`config.mk`:
```
export PLATFORM = sky130hd
export DESIGN_NAME = cover_toggle_drain_scheduler
export DESIGN_NICKNAME = d
export VERILOG_FILES = /design/src/rtl/cover_toggle_drain_scheduler_pkg.sv /design/src/rtl/cover_toggle_drain_scheduler_rr_picker.sv /design/src/rtl/cover_toggle_drain_scheduler.sv
export SDC_FILE = /design/constraint.sdc
export NUM_CORES = 1
export LEC_CHECK = 0
export ABC_AREA = 0
export ABC_CLOCK_PERIOD_IN_PS = 26200
export CORE_ASPECT_RATIO = 1.25
export CORE_MARGIN = 2
export CORE_UTILIZATION = 29
export DETAILED_ROUTE_END_ITERATION = 7
export PLACE_DENSITY_LB_ADDON = 0.3
export SLEW_MARGIN = 20
export SYNTH_ARGS = -nofsm -noshare
export SYNTH_HDL_FRONTEND = slang
export SYNTH_SLANG_ARGS = --single-unit
```
`constraint.sdc`:
```
create_clock -name clock -period 26.2 [get_ports clock]
set_input_delay 5.24 -clock clock [delete_from_list [all_inputs] [get_ports clock]]
set_output_delay 5.24 -clock clock [all_outputs]
set_load 0.03 [all_outputs]
```
`src/rtl/cover_toggle_drain_scheduler_pkg.sv`:
```
// Shared types and helpers for the toggle-coverage drain scheduler.
package cover_pkg;

    localparam int COVER_IDX_W = 64;
    localparam int POP_MAX_W   = 256;
    localparam int POP_CNT_W   = 9;

    typedef logic [COVER_IDX_W-1:0] cover_idx_t;

    // Counts set bits among the lowest 'width' bits of v; callers zero-extend
    // their vector to POP_MAX_W and pass their own width.
    function automatic logic [POP_CNT_W-1:0] popcount(input logic [POP_MAX_W-1:0] v,
                                                      input int width);
        logic [POP_CNT_W-1:0] n;
        n = '0;
        for (int i = 0; i < POP_MAX_W; i++) begin
            if (i < width && v[i]) begin
                n = n + POP_CNT_W'(1);
            end
        end
        return n;
    endfunction

endpackage

```
`src/rtl/cover_toggle_drain_scheduler_rr_picker.sv`:
```
// Combinational round-robin priority encoder: lowest request at or above
// ptr, otherwise wrap to the lowest request overall.
module cover_rr_picker #(
    parameter int WIDTH = 32,
    localparam int PW = (WIDTH > 1) ? $clog2(WIDTH) : 1
) (
    input  logic [WIDTH-1:0] req,
    input  logic [PW-1:0]    ptr,
    output logic             gnt_valid,
    output logic [PW-1:0]    gnt_idx
);

    logic          hi_valid;
    logic [PW-1:0] hi_idx;
    logic [PW-1:0] lo_idx;

    // Scan downwards so the last hit written is the lowest index in each half.
    always_comb begin
        hi_valid  = 1'b0;
        hi_idx    = '0;
        gnt_valid = 1'b0;
        lo_idx    = '0;
        for (int i = WIDTH - 1; i >= 0; i--) begin
            if (req[i]) begin
                gnt_valid = 1'b1;
                lo_idx    = PW'(i);
                if (i >= int'(ptr)) begin
                    hi_valid = 1'b1;
                    hi_idx   = PW'(i);
                end
            end
        end
        gnt_idx = hi_valid ? hi_idx : lo_idx;
    end

endmodule

```
`src/rtl/cover_toggle_drain_scheduler.sv`:
```
// Sticky toggle-coverage collector: records first-time hits and streams each
// one exactly once per epoch as an absolute cover index on a valid/ready port.
module cover_toggle_drain_scheduler
    import cover_pkg::*;
#(
    parameter int WIDTH       = 32,
    parameter int COVER_INDEX = 0,
    parameter int COVER_TOTAL = 10906,
    localparam int CW = $clog2(WIDTH + 1),
    localparam int PW = (WIDTH > 1) ? $clog2(WIDTH) : 1
) (
    input  logic             clock,
    input  logic             reset,
    input  logic [WIDTH-1:0] valid,
    input  logic             enable,
    input  logic             clear,
    output logic             out_valid,
    input  logic             out_ready,
    output cover_idx_t       out_index,
    output logic [CW-1:0]    covered_count,
    output logic             all_covered,
    output logic             pending_any
);

    if (WIDTH < 2 || WIDTH > POP_MAX_W || COVER_INDEX < 0 ||
        COVER_INDEX + WIDTH > COVER_TOTAL) begin : g_param_check
        $error("cover_toggle_drain_scheduler: bad WIDTH/COVER_INDEX/COVER_TOTAL");
    end

    logic [WIDTH-1:0]     hit_map;
    logic [WIDTH-1:0]     pend;
    logic [PW-1:0]        rr_ptr;
    logic [WIDTH-1:0]     new_hits;
    logic [POP_MAX_W-1:0] new_ext;
    logic [CW-1:0]        cnt_next;
    logic                 sel_valid;
    logic [PW-1:0]        sel_idx;
    logic                 load;
    logic [WIDTH-1:0]     sel_mask;

    cover_rr_picker #(.WIDTH(WIDTH)) u_picker (
        .req       (pend),
        .ptr       (rr_ptr),
        .gnt_valid (sel_valid),
        .gnt_idx   (sel_idx)
    );

    // First-time hits this cycle, their count, and the output-register load decision.
    always_comb begin
        new_hits = valid & ~hit_map & {WIDTH{enable}};
        new_ext  = '0;
        new_ext[WIDTH-1:0] = new_hits;
        cnt_next = covered_count + CW'(popcount(new_ext, WIDTH));
        load     = (!out_valid || out_ready) && sel_valid;
        sel_mask = '0;
        sel_mask[sel_idx] = load;
    end

    assign pending_any = |pend;

    // Capture, scheduling and output register; clear drops same-cycle hits and
    // only retires an output that is empty or being accepted.
    always_ff @(posedge clock) begin
        if (!reset) begin
            hit_map       <= '0;
            pend          <= '0;
            rr_ptr        <= '0;
            out_valid     <= 1'b0;
            out_index     <= '0;
            covered_count <= '0;
            all_covered   <= 1'b0;
        end else if (clear) begin
            hit_map       <= '0;
            pend          <= '0;
            rr_ptr        <= '0;
            covered_count <= '0;
            all_covered   <= 1'b0;
            if (!out_valid || out_ready) begin
                out_valid <= 1'b0;
            end
        end else begin
            hit_map       <= hit_map | new_hits;
            pend          <= (pend & ~sel_mask) | new_hits;
            covered_count <= cnt_next;
            all_covered   <= (cnt_next == CW'(WIDTH));
            if (load) begin
                out_valid <= 1'b1;
                out_index <= cover_idx_t'(COVER_INDEX) + cover_idx_t'(sel_idx);
                rr_ptr    <= (sel_idx == PW'(WIDTH - 1)) ? '0 : sel_idx + PW'(1);
            end else if (out_ready) begin
                out_valid <= 1'b0;
            end
        end
    end

endmodule

```
# Word-level counts from Yosys, hierarchy flattened
# Index checks and enable logic that the tools add are counted.
[totals] register_bits=82 latchBits=0 ram_bits=0 romBits=0 input_bits=37 out_inout_bits=73 word_cells=323 n_memories=0
[classes] n_addsub=33 multipliers=0 div=0 order_cmp=33 n_eq_ne=3 n_shift=0 muxes=228 bitwise=10 reduce_logical=9
[op_table] op="$mux 5" n=96
[op_table] op="$mux 6" n=30
[op_table] op="$add 6x1->6 const B" n=29
[op_table] op="$and 32x32->32" n=4
[op_table] op="$mux 1" n=100
[op_table] op="$ge 5x5->1 const A" n=15
[op_table] op="$not 32->32" n=2
[op_table] op="$or 32x32->32" n=2
[op_table] op="$ge 4x5->1 const A" n=8
[op_table] op="$reduce_or 32->1" n=1
[op_table] op="$ge 3x5->1 const A" n=4
[op_table] op="$ge 1x5->1 const A" n=2
[op_table] op="$ge 2x5->1 const A" n=2
[op_table] op="$add 6x6->6" n=1
[op_table] op="$eq 6x6->1 const B" n=1
[op_table] op="$lt 5x6->1 const B" n=1
[op_table] op="$add 5x1->5 const B" n=1
[op_table] op="$demux 1 s5" n=1
[op_table] op="$eq 5x5->1 const B" n=1
[op_table] op="$ge 5x1->1 const B" n=1
[op_table] op="$reduce_and 2->1" n=2
[op_table] op="$add 2x1->3 const B" n=1
[op_table] op="$reduce_bool 3->1" n=1
[op_table] op="$add 1x1->2 const B" n=1
[op_table] op="other kinds (7)" n=9

# Logic depth before layout (Yosys ltp)
[logic_depth] word_depth=72 depth_mapped=103 ltp_nobuf=96

# Cells and area by module
# A second synthesis with hierarchy kept.
[unflattened] cells_unflattened=1370 area_unflattened_um2=10341.2
[modules_own_cells] mod="cover_toggle_drain_scheduler" instances=1 cells_per_inst=1151 area_each_um2=9027.4 seq_area_each_um2=1641.6
[modules_own_cells] mod="cover_rr_picker" instances=1 cells_per_inst=219 area_each_um2=1313.8 seq_area_each_um2=0.0

# Worst setup path after synthesis
# OpenSTA, ideal clock, no wires.
[synth_path] kind="input port to flip-flop" start="in enable" end="reg covered_count[5]" setup_ns=0.060 t_arrival_ns=23.029 required_ns=26.140 setup_slack_ns=3.112 path_stages=97 n_path_buf=8 cell_sequence="buf_4 -> buf_4 -> buf_2 -> buf_2 -> buf_1 -> clkbuf_1 -> nand2_1 -> or2_2 -> ha_1 -> buf_1 -> xnor2_1 -> ha_1 -> a2bb2oi_1 -> xor3_1 -> mux2_2 -> inv_1 -> ha_1 -> xnor2_1 -> [... 61 more ...] -> a21oi_1 -> ha_1 -> mux2_2 -> ha_1 -> mux2_2 -> ha_1 -> a21o_1 -> a21oi_1 -> o21bai_1 -> a21oi_1 -> xnor2_1 -> xnor2_1 -> xnor2_1 -> xnor3_1 -> xnor2_1 -> xnor2_1 -> or4_1 -> nand2_1"
[synth_via] elab_chain_len=65
[synth_rtl] item="start, declared" line_no="cover_toggle_drain_scheduler.sv:15" rtl="input logic enable,"
[synth_rtl] item="$and 32x32->32 (*)" line_no="cover_toggle_drain_scheduler.sv:50" rtl="new_hits = valid & ~hit_map & {WIDTH{enable}};"
[synth_rtl] item="$mux 1" line_no="cover_toggle_drain_scheduler_pkg.sv:17" rtl="if (i < width && v[i]) begin"
[synth_rtl] item="$add 1x1->2" line_no="cover_toggle_drain_scheduler_pkg.sv:18" rtl="n = n + POP_CNT_W'(1);"
[synth_rtl] item="$mux 2" line_no="cover_toggle_drain_scheduler_pkg.sv:17"
[synth_rtl] item="$add 2x1->3" line_no="cover_toggle_drain_scheduler_pkg.sv:18"
[synth_rtl] item="$mux 6" line_no="cover_toggle_drain_scheduler_pkg.sv:17"
[synth_rtl] item="$add 6x1->6" line_no="cover_toggle_drain_scheduler_pkg.sv:18"
[synth_rtl] item="$mux 6" line_no="cover_toggle_drain_scheduler_pkg.sv:17"
[synth_rtl] item="[... 49 more ...]"
[synth_rtl] item="$mux 6" line_no="cover_toggle_drain_scheduler_pkg.sv:17"
[synth_rtl] item="$add 6x1->6" line_no="cover_toggle_drain_scheduler_pkg.sv:18"
[synth_rtl] item="$mux 6" line_no="cover_toggle_drain_scheduler_pkg.sv:17"
[synth_rtl] item="$add 6x1->6" line_no="cover_toggle_drain_scheduler_pkg.sv:18"
[synth_rtl] item="$mux 6" line_no="cover_toggle_drain_scheduler_pkg.sv:17"
[synth_rtl] item="$add 6x1->6" line_no="cover_toggle_drain_scheduler_pkg.sv:18"
[synth_rtl] item="$mux 6 (*)" line_no="cover_toggle_drain_scheduler_pkg.sv:17"
[synth_rtl] item="$add 6x6->6 (*)" line_no="cover_toggle_drain_scheduler.sv:53" rtl="cnt_next = covered_count + CW'(popcount(new_ext, WIDTH));"
[synth_rtl] item="end signal, assigned" line_no="cover_toggle_drain_scheduler.sv:84" rtl="covered_count <= cnt_next;"
[synth_rtl] item="end, declared" line_no="cover_toggle_drain_scheduler.sv:20" rtl="output logic [CW-1:0] covered_count,"
# Every way passes the cells marked *; elsewhere a longest branch is shown, timed or not.
# A chain may end at the register's enable or synchronous reset.

# Worst setup path in the final report
[layout_path] start="in valid[0]" end="reg covered_count[5]"
[layout_via] elab_chain_len=66
[layout_rtl] item="start, declared" line_no="cover_toggle_drain_scheduler.sv:14" rtl="input logic [WIDTH-1:0] valid,"
[layout_rtl] item="$and 32x32->32 (*) (2 in a row)" line_no="cover_toggle_drain_scheduler.sv:50"
[layout_rtl] item="$mux 1 (*)" line_no="cover_toggle_drain_scheduler_pkg.sv:17"
[layout_rtl] item="$add 1x1->2" line_no="cover_toggle_drain_scheduler_pkg.sv:18"
[layout_rtl] item="$mux 2 (*)" line_no="cover_toggle_drain_scheduler_pkg.sv:17"
[layout_rtl] item="$add 2x1->3" line_no="cover_toggle_drain_scheduler_pkg.sv:18"
[layout_rtl] item="$mux 6 (*)" line_no="cover_toggle_drain_scheduler_pkg.sv:17"
[layout_rtl] item="$add 6x1->6" line_no="cover_toggle_drain_scheduler_pkg.sv:18"
[layout_rtl] item="$mux 6 (*)" line_no="cover_toggle_drain_scheduler_pkg.sv:17"
[layout_rtl] item="[... 49 more ...]"
[layout_rtl] item="$mux 6 (*)" line_no="cover_toggle_drain_scheduler_pkg.sv:17"
[layout_rtl] item="$add 6x1->6" line_no="cover_toggle_drain_scheduler_pkg.sv:18"
[layout_rtl] item="$mux 6 (*)" line_no="cover_toggle_drain_scheduler_pkg.sv:17"
[layout_rtl] item="$add 6x1->6" line_no="cover_toggle_drain_scheduler_pkg.sv:18"
[layout_rtl] item="$mux 6 (*)" line_no="cover_toggle_drain_scheduler_pkg.sv:17"
[layout_rtl] item="$add 6x1->6" line_no="cover_toggle_drain_scheduler_pkg.sv:18"
[layout_rtl] item="$mux 6 (*)" line_no="cover_toggle_drain_scheduler_pkg.sv:17"
[layout_rtl] item="$add 6x6->6 (*)" line_no="cover_toggle_drain_scheduler.sv:53"
# Marked as above.

==> results.toml <==
[run_status]
status = "completed"

[worst_setup_path]
cp-startpoint = "valid[0]"
cp_slowest_stage_delay_ns = 0.70
cp-start-kind = "input pin"
r2r_start = "hit_map[0]$_SDFF_PP0_"
path_class = "in2reg"
crit_fanout = 15
critPathSlowestCell = "ha_1"
cp-end-kind = "register"
critical_path_arrival_ns = 24.23
cpMostUsedCell = "ha_1"
cp_data_required_time_ns = 26.52

[grt]
grt_start_max_net_pins = 73
grt_overflow = 0
grt_pass1_wl_um = 43170
first_global_vias = 8510
grt_usage = 0.1511
antenna_found_initial = 0

[timing]
min_period_ns = 23.91
maxSlewHeadroom = 0.4424
min_period_over_period = 0.9127
worstMarginPinSlew_ns = 0.8364
skew_ns = 0.007119
hold_viol_final = 0
setup_tns_ns = 0
setup_violations = 0
slew_viol_final = 0
rsz0062_at_grt = "false"
max_freq_ghz = 0.04182

[pwr]
p_int_uw = 533.7
p_seq_frac = 0.141
p_sw_uw = 504.7
sw_frac_of_total = 0.4860
cellLeakagePower_uw = 0.004283
p_comb_frac = 0.720
power_per_cell_area_nw_per_um2 = 97.23
vdd_drop_max_mv = 0.06722
p_clk_frac = 0.140

[placement]
hpwl_um = 20430
gp_congestion = 0.8663
placed_cells = 1722
portBuffers = 50

[cts]
clk_pin_slew_ns = 0.06
cts_setup_buffers = 0
cts_max_level = 3
clk_latency_ns = 0.38
cts_made_buffers = 9
clockBufferDepth = 2
clock-root-buffer = "clkbuf_16"
cts_tree = "done"
cts-hold-fix-buffers = 0
cts_sinks = 82
post_cts_resized = 0

[route]
final_antenna_net_count = 0
drt-wirelength-per-cell_um = 15.11
vias = 8839
drt_wl_total_um = 26250
drcViolationCount = 0
vias_per_cell = 5.086
drt_iter0_drc = 531
first_pass_iters = 5

[logic_synthesis]
seq_area_frac_synth = 0.1691
async_flop_share = 0
ys_warn_count = 0
yosys-top-cells-area = "dfxtp_1 17%, xnor2_1 8.1%, a21oi_1 6.3%, nor2_1 6.0%, ha_1 5.5%"
synth_area_leader_cell = "dfxtp_1"
postSynthCellCount = 1295
syn_area_um2 = 9709
synth_flop_cell = "dfxtp_1"
synth_top_area_frac = 0.1691
synth_area_per_cell_um2 = 7.498
synthDistinctLibCells = 100
ys_seq_elements = 82
synth-edff-count = 0
synthTopCellsByCount = "155 x nor2_1, 135 x nand2_1, 122 x a21oi_1, 90 x o21ai_0, 90 x xnor2_1"
yosysMostFrequentCell = "nor2_1"

[job]
max_cap_viol_count = 0

[worst_hold_path]
worstHoldPathType = "reg2reg"
hold_start = "hit_map[1]$_SDFF_PP0_"

[floorplanning]
initial_core_util = 0.2954
pin_count = 110
die_x_um = 167.7
die_h_um = 208.6
core.rowCount = 74
fp.dieArea_um2 = 34970
core-area_um2 = 32870

[finish]
fillers = 3500
final_cell_count_no_fill = 1738
nets = 1396
syn_to_final_growth_pct = 10.00
num_antenna_cells = 0
layout-drive-gt1-share = 0.07500
worst paths after layout:
path                                 end  slack (ns)  depth (start not counted)
max reg2reg  covered_count[5]$_SDFF_PP0_        7.39                         88
min                hit_map[1]$_SDFF_PP0_        0.47                          2
min reg2reg        hit_map[1]$_SDFF_PP0_        0.47                          2
max          covered_count[5]$_SDFF_PP0_        2.29                         90
cells in the final DEF (no fill, tap or decap), types with 6 or more instances in the layout:
master / netlist / layout
a211oi_1: 8 / 8
a21o_1: 10 / 10
a21oi_1: 122 / 122
a22oi_1: 13 / 13
a31oi_1: 10 / 10
and2_1: 13 / 13
and3_1: 15 / 15
clkbuf_16: 0 / 9
clkdlybuf4s50_1: 0 / 49
conb_1: 1 / 59
dfxtp_1: 82 / 82
ha_1: 43 / 43
inv_1: 39 / 39
mux2i_1: 13 / 13
nand2_1: 135 / 135
nand2b_1: 11 / 10
nand3_1: 20 / 20
nand3b_1: 10 / 10
nand4_1: 9 / 9
nor2_1: 155 / 155
nor2b_1: 13 / 13
nor3_1: 20 / 20
nor4_1: 12 / 12
o211ai_1: 8 / 8
o21ai_0: 90 / 90
o21bai_1: 9 / 9
o22ai_1: 8 / 8
o31ai_1: 9 / 9
or2_2: 19 / 19
or3_1: 9 / 9
xnor2_1: 90 / 90
xnor2_2: 12 / 12
xnor3_1: 9 / 9
xnor3_2: 6 / 6
xor2_1: 36 / 36
power groups by stage:
stage,combinational [uW],clock (uW),sequential (uW)
6_report,747,145,146
5_1_grt,837,153,147
4_1_cts,749,150,146
3_5_place_dp,744,0,148
3_3_place_gp,739,0,148
2_1_floorplan,611,0,148
area by class of cell:
class / instances / area [um2] / share of cell area
clock buffer: 10 / 239.0 / 0.02238
clock inverter: 6 / 90.09 / 0.008435
inverter: 43 / 161.4 / 0.01511
multi-input combinational: 1125 / 7500 / 0.7022
sequential: 82 / 1642 / 0.1537
tap: 418 / 523.0 / 0.04897
timing repair buffer: 54 / 525.5 / 0.04920
worst max-delay path: cells and delay by family:
family	cells	cell delay (ns)
buffers and inverters	3	0.68
AO/OA/AOI/OAI	29	5.58
XOR/XNOR	17	3.26
multiplexers	4	1.17
AND/OR/NAND/NOR	20	2.94
adder cells (fa/ha/maj)	17	5.36
through the flow:
stage          hold slack [ns]  total power (uW)  utilization  setup WS (ns)  area (um2)
2_1_floorplan           0.4293             759.1            -          3.112        9927
3_3_place_gp            0.4468             887.1       0.3149          2.833       10350
5_1_grt                 0.4993              1137       0.3249         0.5971       10680
4_1_cts                 0.4692              1045       0.3249          2.374       10680
6_report                0.4669              1038       0.3249          2.286       10680
3_5_place_dp            0.4514             892.8       0.3149          2.025       10350
kinds of logic after synthesis:
kind of cell | after synthesis | synth area share
simple gates | 477 | 0.2393
compound gates | 362 | 0.2353
xor+xnor | 164 | 0.1966
buf+inv | 146 | 0.08119
flops | 82 | 0.1691
fa+ha+maj | 44 | 0.05747
mux | 19 | 0.02062
other cells | 1 | 0.0003862
state kept, by name (all words and copies together) (netlist names):
| signal | cells |
|---|---|
| all_covered | 1 |
| pend | 32 |
| out_index | 5 |
| covered_count | 6 |
| rr_ptr | 5 |
| out_valid | 1 |
| hit_map | 32 |
routing by layer:
layer	vias up	share of wire	global-route usage
li1	4507	-	-
met1	4134	0.44	0.1765
met2	162	0.51	0.2767
met3	36	0.024	0.01439
met4	0	0.029	0.07136
met5	-	0	0
(Power assumes the default switching activity.)
